**config.mk**
```make
export PLATFORM = sky130hd
export DESIGN_NAME = sram_pattern_fill
export DESIGN_NICKNAME = d
export VERILOG_FILES = /design/src/rtl/sram_pkg.sv /design/src/rtl/sram_pattern_gen.sv /design/src/rtl/sram_pattern_fill.sv
export SDC_FILE = /design/constraint.sdc
export NUM_CORES = 1
export LEC_CHECK = 0
export CORE_AREA = 4 4 107 109
export CTS_BUF_LIST = sky130_fd_sc_hd__clkbuf_2
export CTS_CLUSTER_SIZE = 25
export DETAILED_ROUTE_END_ITERATION = 8
export DIE_AREA = 0 0 111 113
export PLACE_DENSITY = 0.67
export SYNTH_ARGS = -nofsm -noshare
export SYNTH_HDL_FRONTEND = slang
export SYNTH_SLANG_ARGS = --single-unit
```
**constraint.sdc**
```tcl
create_clock -name clk -period 11.6 [get_ports clk]
set_input_delay 1.16 -clock clk [delete_from_list [all_inputs] [get_ports clk]]
set_output_delay 1.16 -clock clk [all_outputs]
set_load 0.1 [all_outputs]
```
**src/rtl/sram_pkg.sv**
```systemverilog
// Shared types and constants for the SRAM pattern filler.
package sram_pkg;

  localparam logic [15:0] ColRed   = 16'hF800;
  localparam logic [15:0] ColGreen = 16'h07E0;
  localparam logic [15:0] ColBlue  = 16'h001F;
  localparam logic [15:0] ColBlack = 16'h0000;
  localparam logic [15:0] ColWhite = 16'hFFFF;

  localparam logic [1:0] ModeBars    = 2'd0;
  localparam logic [1:0] ModeSolid   = 2'd1;
  localparam logic [1:0] ModeChecker = 2'd2;
  localparam logic [1:0] ModeRamp    = 2'd3;

  typedef enum logic [2:0] {
    StIdle,
    StSetup,
    StPulse,
    StHold,
    StFin
  } fill_state_e;

endpackage

```
**src/rtl/sram_pattern_gen.sv**
```systemverilog
// Combinational pixel colour for coordinate (x, y) under the selected pattern mode.
module sram_pattern_gen
  import sram_pkg::*;
#(
  parameter int unsigned XW     = 10,
  parameter int unsigned YW     = 9,
  parameter int unsigned CW     = 11,
  parameter int unsigned DATA_W = 16,
  parameter int unsigned BAR_W  = 80
) (
  input  logic [XW-1:0]     x,
  input  logic [YW-1:0]     y,
  input  logic [1:0]        mode,
  input  logic [DATA_W-1:0] fill_color,
  output logic [DATA_W-1:0] pixel
);

  logic [5:0]    xe;
  logic          y3;
  logic [CW-1:0] c;
  logic [2:0]    k;
  logic [15:0]   rgb;

  always_comb begin
    xe  = 6'(x);
    y3  = 1'(32'(y) >> 3);
    c   = CW'(x) + CW'(y);
    // Bar index by threshold compare instead of a divider; saturates at 7 (white).
    k   = '0;
    for (int unsigned i = 1; i < 8; i++) begin
      if (32'(c) >= i * BAR_W) k = 3'(i);
    end
    rgb = '0;
    unique case (mode)
      ModeBars: begin
        if (k == 3'd7)      rgb = ColWhite;
        else if (k == 3'd6) rgb = ColBlack;
        else begin
          case (k)
            3'd0, 3'd3: rgb = ColRed;
            3'd1, 3'd4: rgb = ColBlue;
            default:    rgb = ColGreen;
          endcase
        end
      end
      ModeSolid:   rgb = fill_color[15:0];
      ModeChecker: rgb = (xe[3] ^ y3) ? ~fill_color[15:0] : fill_color[15:0];
      ModeRamp:    rgb = {xe[4:0], xe[5:0], xe[4:0]};
      default:     rgb = '0;
    endcase
    pixel = DATA_W'(rgb);
  end

endmodule

```
**src/rtl/sram_pattern_fill.sv**
```systemverilog
// Fills an H_RES x V_RES SRAM region with a test pattern using a setup/pulse/hold
// write cycle per pixel; bus is released to the display path whenever idle.
module sram_pattern_fill
  import sram_pkg::*;
#(
  parameter int unsigned H_RES      = 640,
  parameter int unsigned V_RES      = 480,
  parameter int unsigned ADDR_W     = 20,
  parameter int unsigned DATA_W     = 16,
  parameter int unsigned BAR_W      = 80,
  parameter int unsigned WE_SETUP   = 1,
  parameter int unsigned WE_PULSE   = 1,
  parameter int unsigned WE_HOLD    = 1,
  parameter int unsigned AUTO_START = 1,
  parameter int unsigned AUTO_MODE  = 0
) (
  input  logic              clk,
  input  logic              rst,
  input  logic              start,
  input  logic              abort,
  input  logic [1:0]        mode,
  input  logic [DATA_W-1:0] fill_color,
  output logic              busy,
  output logic              done,
  output logic              init_done,
  output logic              bus_own,
  output logic [ADDR_W-1:0] sram_addr,
  output logic [DATA_W-1:0] sram_dq_out,
  output logic              sram_dq_oe,
  output logic              sram_ce_n,
  output logic              sram_oe_n,
  output logic              sram_we_n,
  output logic              sram_ub_n,
  output logic              sram_lb_n
);

  localparam int unsigned XW   = (H_RES > 1) ? $clog2(H_RES) : 1;
  localparam int unsigned YW   = (V_RES > 1) ? $clog2(V_RES) : 1;
  localparam int unsigned CW   = $clog2(H_RES + V_RES);
  localparam int unsigned TMax = (WE_SETUP > WE_PULSE) ?
                                 ((WE_SETUP > WE_HOLD) ? WE_SETUP : WE_HOLD) :
                                 ((WE_PULSE > WE_HOLD) ? WE_PULSE : WE_HOLD);
  localparam int unsigned TW   = $clog2(TMax + 1);

  fill_state_e       state_q, state_d;
  logic [TW-1:0]     cnt_q, cnt_d;
  logic [XW-1:0]     x_q, x_d;
  logic [YW-1:0]     y_q, y_d;
  logic [ADDR_W-1:0] addr_q, addr_d;
  logic [DATA_W-1:0] data_q, data_d, pix;
  logic [1:0]        mode_q, mode_d;
  logic [DATA_W-1:0] color_q, color_d;
  logic              abort_q, abort_d, init_q, init_d, auto_q, auto_d;
  logic              active, launch, phase_end, last_pix, stop_req, advance;

  assign active   = (state_q == StSetup) || (state_q == StPulse) || (state_q == StHold);
  assign launch   = (state_q == StIdle) && (start || auto_q);
  assign last_pix = (x_q == XW'(H_RES - 1)) && (y_q == YW'(V_RES - 1));
  assign stop_req = abort_q || abort;
  assign advance  = (state_q == StHold) && phase_end && !last_pix && !stop_req;

  always_comb begin
    phase_end = 1'b0;
    unique case (state_q)
      StSetup: phase_end = (cnt_q == TW'(WE_SETUP - 1));
      StPulse: phase_end = (cnt_q == TW'(WE_PULSE - 1));
      StHold:  phase_end = (cnt_q == TW'(WE_HOLD - 1));
      default: phase_end = 1'b0;
    endcase
  end

  always_ff @(posedge clk) begin
    if (!rst) state_q <= StIdle;
    else      state_q <= state_d;
  end

  always_comb begin
    state_d = state_q;
    unique case (state_q)
      StIdle:  if (launch) state_d = StSetup;
      StSetup: if (phase_end) state_d = StPulse;
      StPulse: if (phase_end) state_d = StHold;
      StHold: begin
        // Final pixel wins over a pending abort.
        if (phase_end) begin
          if (last_pix)      state_d = StFin;
          else if (stop_req) state_d = StIdle;
          else               state_d = StSetup;
        end
      end
      StFin:   state_d = StIdle;
      default: state_d = StIdle;
    endcase
  end

  always_comb begin
    busy        = active || (state_q == StFin);
    done        = (state_q == StFin);
    bus_own     = active;
    sram_dq_oe  = active;
    sram_ce_n   = !active;
    sram_oe_n   = 1'b1;
    sram_we_n   = (state_q != StPulse);
    sram_ub_n   = !active;
    sram_lb_n   = !active;
    sram_addr   = addr_q;
    sram_dq_out = data_q;
    init_done   = init_q;
  end

  sram_pattern_gen #(
    .XW     (XW),
    .YW     (YW),
    .CW     (CW),
    .DATA_W (DATA_W),
    .BAR_W  (BAR_W)
  ) u_gen (
    .x          (x_d),
    .y          (y_d),
    .mode       (mode_d),
    .fill_color (color_d),
    .pixel      (pix)
  );

  always_comb begin
    cnt_d   = (!active || phase_end) ? '0 : cnt_q + 1'b1;
    x_d     = x_q;
    y_d     = y_q;
    addr_d  = addr_q;
    data_d  = data_q;
    mode_d  = mode_q;
    color_d = color_q;
    abort_d = abort_q;
    init_d  = init_q;
    auto_d  = auto_q;
    if (launch) begin
      x_d     = '0;
      y_d     = '0;
      addr_d  = '0;
      mode_d  = start ? mode : 2'(AUTO_MODE);
      color_d = start ? fill_color : '0;
      abort_d = 1'b0;
      init_d  = 1'b0;
      auto_d  = 1'b0;
    end else if (advance) begin
      if (x_q == XW'(H_RES - 1)) begin
        x_d = '0;
        y_d = y_q + 1'b1;
      end else begin
        x_d = x_q + 1'b1;
      end
      addr_d = addr_q + 1'b1;
    end
    // Pixel data is captured from the generator at the same edge the coordinates move.
    if (launch || advance)  data_d  = pix;
    if (active && abort)    abort_d = 1'b1;
    if (state_q == StFin)   init_d  = 1'b1;
  end

  always_ff @(posedge clk) begin
    if (!rst) begin
      cnt_q   <= '0;
      x_q     <= '0;
      y_q     <= '0;
      addr_q  <= '0;
      data_q  <= '0;
      mode_q  <= '0;
      color_q <= '0;
      abort_q <= 1'b0;
      init_q  <= 1'b0;
      auto_q  <= (AUTO_START != 0);
    end else begin
      cnt_q   <= cnt_d;
      x_q     <= x_d;
      y_q     <= y_d;
      addr_q  <= addr_d;
      data_q  <= data_d;
      mode_q  <= mode_d;
      color_q <= color_d;
      abort_q <= abort_d;
      init_q  <= init_d;
      auto_q  <= auto_d;
    end
  end

endmodule

```
==> reports/results.txt <==
Clock Sink Count: 80
HP Start: sram_addr[11]$_SDFFE_PP0N_
Post-Synth Adder-Cell Area: 3.64%
Worst hold path endpoint: sram_addr[11]$_SDFFE_PP0N_
WL per Instance: 15.2 um
FILL cells: 1011
Vias in the first global route: 4036
Post-synthesis simple-gate area fraction: 25.5%
Synth Instances: 547
Bufs on Longest Clock Path: 2
Ranking of synthesized cells by area: dfxtp_1 (34%), xnor2_1 (6.6%), and2_1 (5.1%), nor2_1 (3.8%), a22o_1 (3.4%)
Outcome: finished, final reports clean
Mapped cell area: 0.00468 mm2
Clock root buffer: clkbuf_2
Compound-cell area share of the yosys netlist: 22.3%
Hold Fails Final Rpt: 0
Post-synth ARST share: 0%
Clock Latency Late Sink: 520 ps
Post-CTS Setup Bufs: 0
Fin util: 51.6%
Startpoint types: primary input
Port bufs: 66
Nets@finish: 629
Mux contribution to synthesized area: 0.642%
Drc violations: 0
Clock slew at reported path FFs: 220 ps
Slew Limit Headroom: 19.3%
WS Path Type: primary input to register
LEAKAGE: 0.00192 uW
# setup viols final: 0
Die Y: 113 um
R2R setup slack: 6410 ps
Core footprint: 0.0106 mm2
Die width: 111 um
Largest family of logic cells by synthesized area: simple AND/OR/NAND/NOR gates
Total of warnings raised by yosys: 0
Worst-path fanout max: 16
TNS Setup: 0 ps
Hpwl dp: 8.31 mm
Setup crit end kind: register
Post-Syn Nets: 582
Max Freq: 173 MHz
Total gr overflow: 0
Die area: 0.0125 mm2
Syn Area/Cell: 8.55 um2
R2R Path End: sram_dq_out[5]$_SDFFE_PN0P_
CTS tree: yes
ANT cells: 0
DRT Wirelength: 11.2 mm
Total GRT Usage: 17.6%
# hold bufs at CTS: 0
Most numerous cell in the Yosys netlist: dfxtp_1
Fin crit share: 49.8%
Post-synth top area cell: dfxtp_1
Antenna Nets Post-Route: 0
Worst-Margin Slew: 1200 ps
Post-Synth XOR/XNOR Area: 9.17%
First-pass GRT wire length: 18.8 mm
Final hold slack: 516 ps
Final Power: 624 uW
Critical path data arrival time: 6140 ps
IO Pins: 68
Drt via density: 5.60
HP Class: register to register
Clk_skew: 34.3 ps
Initial antenna violation count: 0
Post-synth EDFFs: 0
Register area share after synthesis: 34.2%
Post-synth top area share: 34.2%
RR Startpoint: state_q[1]$_SDFFE_PN0P_
Max-Cap Viols: 0
FF+latch count, synth: 80
Register-to-Register Path Depth: 14
Pins over their slew limit: 0
Most frequent cells after synthesis: dfxtp_1 (80), nor2_1 (47), and2_1 (38), xnor2_1 (35), a21oi_1 (29)
Synth unique cells: 75
Largest net degree at the start of global routing: 56
Final min period: 5780 ps
Hold Path Depth: 2
RSZ-0062 raised after global routing: no
Top_reg_cell synth: dfxtp_1
Total number of H-tree levels: 3
CTS-repair resized insts: 0
Placer's final routability congestion estimate: 0.894
Cell Pwr Density: 114 mW/mm2
Starting Density: 44.1%
Worst VDD drop: 0.0846 mV
First DRT Iteration DRCs: 259
# rows: 38
Layout overhead on the synthesized area: 16.8%
DR pass1 iterations: 4
CTS buffer count: 9
Layout cells sized above 1: 6.01%
Vias post-DR: 4142
Worst EP required: 11960 ps
==> area by class of cell <==
cell class	count	area, um2	area share (%)
sequential	80	1600	29.3
tap	140	175	3.20
clock inverter	7	47.5	0.870
multi-input combinational	424	2880	52.7
timing repair buffer	68	676	12.4
inverter	11	41.3	0.755
clock buffer	9	45.0	0.824
==> metal layers <==
metal	GRT usage, %	up-vias	wire length (um)	part of all wire, %
met5	0	-	0	0
met4	5.91	0	189	1.7
met3	3.58	17	503	4.5
met2	30.1	110	5390	48
met1	22.3	1928	5120	46
li1	-	2087	-	-
==> cells in the final DEF, fill, tap and decap left out, drive strengths merged, types with 3 or more instances in the layout <==
cell type,instances
nand2,26
and2,38
a21oi,32
nor4,7
a22o,18
ha,12
o21ai,31
clkbuf,9
nor3,21
a311oi,3
o21a,5
clkinvlp,3
a22oi,3
xor2,14
inv,12
nor2,47
clkinv,3
nand2b,4
xnor2,35
a31oi,11
dfxtp,80
nor2b,5
nand4,12
a41oi,7
a21o,3
o211ai,5
nand3,13
and3,11
or3,11
a211oi,7
mux2i,3
clkdlybuf4s50,66
==> worst max path at each step <==
stage,to,startpoint,slack (ps)
finish,sram_dq_out[5]$_SDFFE_PN0P_,abort,5820
global route,sram_dq_out[5]$_SDFFE_PN0P_,abort,5420
CTS,sram_dq_out[5]$_SDFFE_PN0P_,abort,5840
detailed placement,sram_dq_out[8]$_SDFFE_PN0P_,abort,5280
global placement,sram_dq_out[15]$_SDFFE_PN0P_,abort,5440
floorplan,sram_dq_out[15]$_SDFFE_PN0P_,abort,6590
==> critical path: stages <==
cell,delay [ps]
clkdlybuf4s50_1,430
or3b_4,410
or3_1,530
nor3_4,400
nand2_1,150
or3_1,320
a21oi_1,200
ha_1,370
and3_1,250
a221oi_1,430
xnor2_1,230
nor2_1,230
nand3_1,110
a31oi_2,690
a41oi_1,220
==> flip-flops by register name (all words and copies together) (netlist names) <==
signal and cells:
color_q 16, x_q 10, mode_q 2, abort_q 1, cnt_q 1, sram_dq_out 16
state_q 3, sram_addr 20, init_done 1, y_q 9, auto_q 1
==> through the flow <==
stage	area, um2	std cells	setup WS, ps
5_1_grt	5470	739	5420
3_3_place_gp	5370	723	5440
6_report	5470	739	5820
3_5_place_dp	5370	723	5280
2_1_floorplan	4680	547	6590
4_1_cts	5470	739	5840
==> power breakdown <==
group	internal (uW)	switching (uW)
sequential	290	8.74
clock	27.6	100
combinational	52.6	145
total	370	254
==> cells by family (layout without fill, tap and decap cells) <==
family / after synthesis / in the layout
and+or+nand+nor: 210 / 210
xor gates and xnor gates: 49 / 49
muxes: 3 / 3
buffers and inverters: 43 / 95
other: 2 / 2
adders and majority gates: 13 / 13
AOI/OAI and AO/OA: 147 / 147
DFF: 80 / 80
Power figures use the tool's default switching activity.
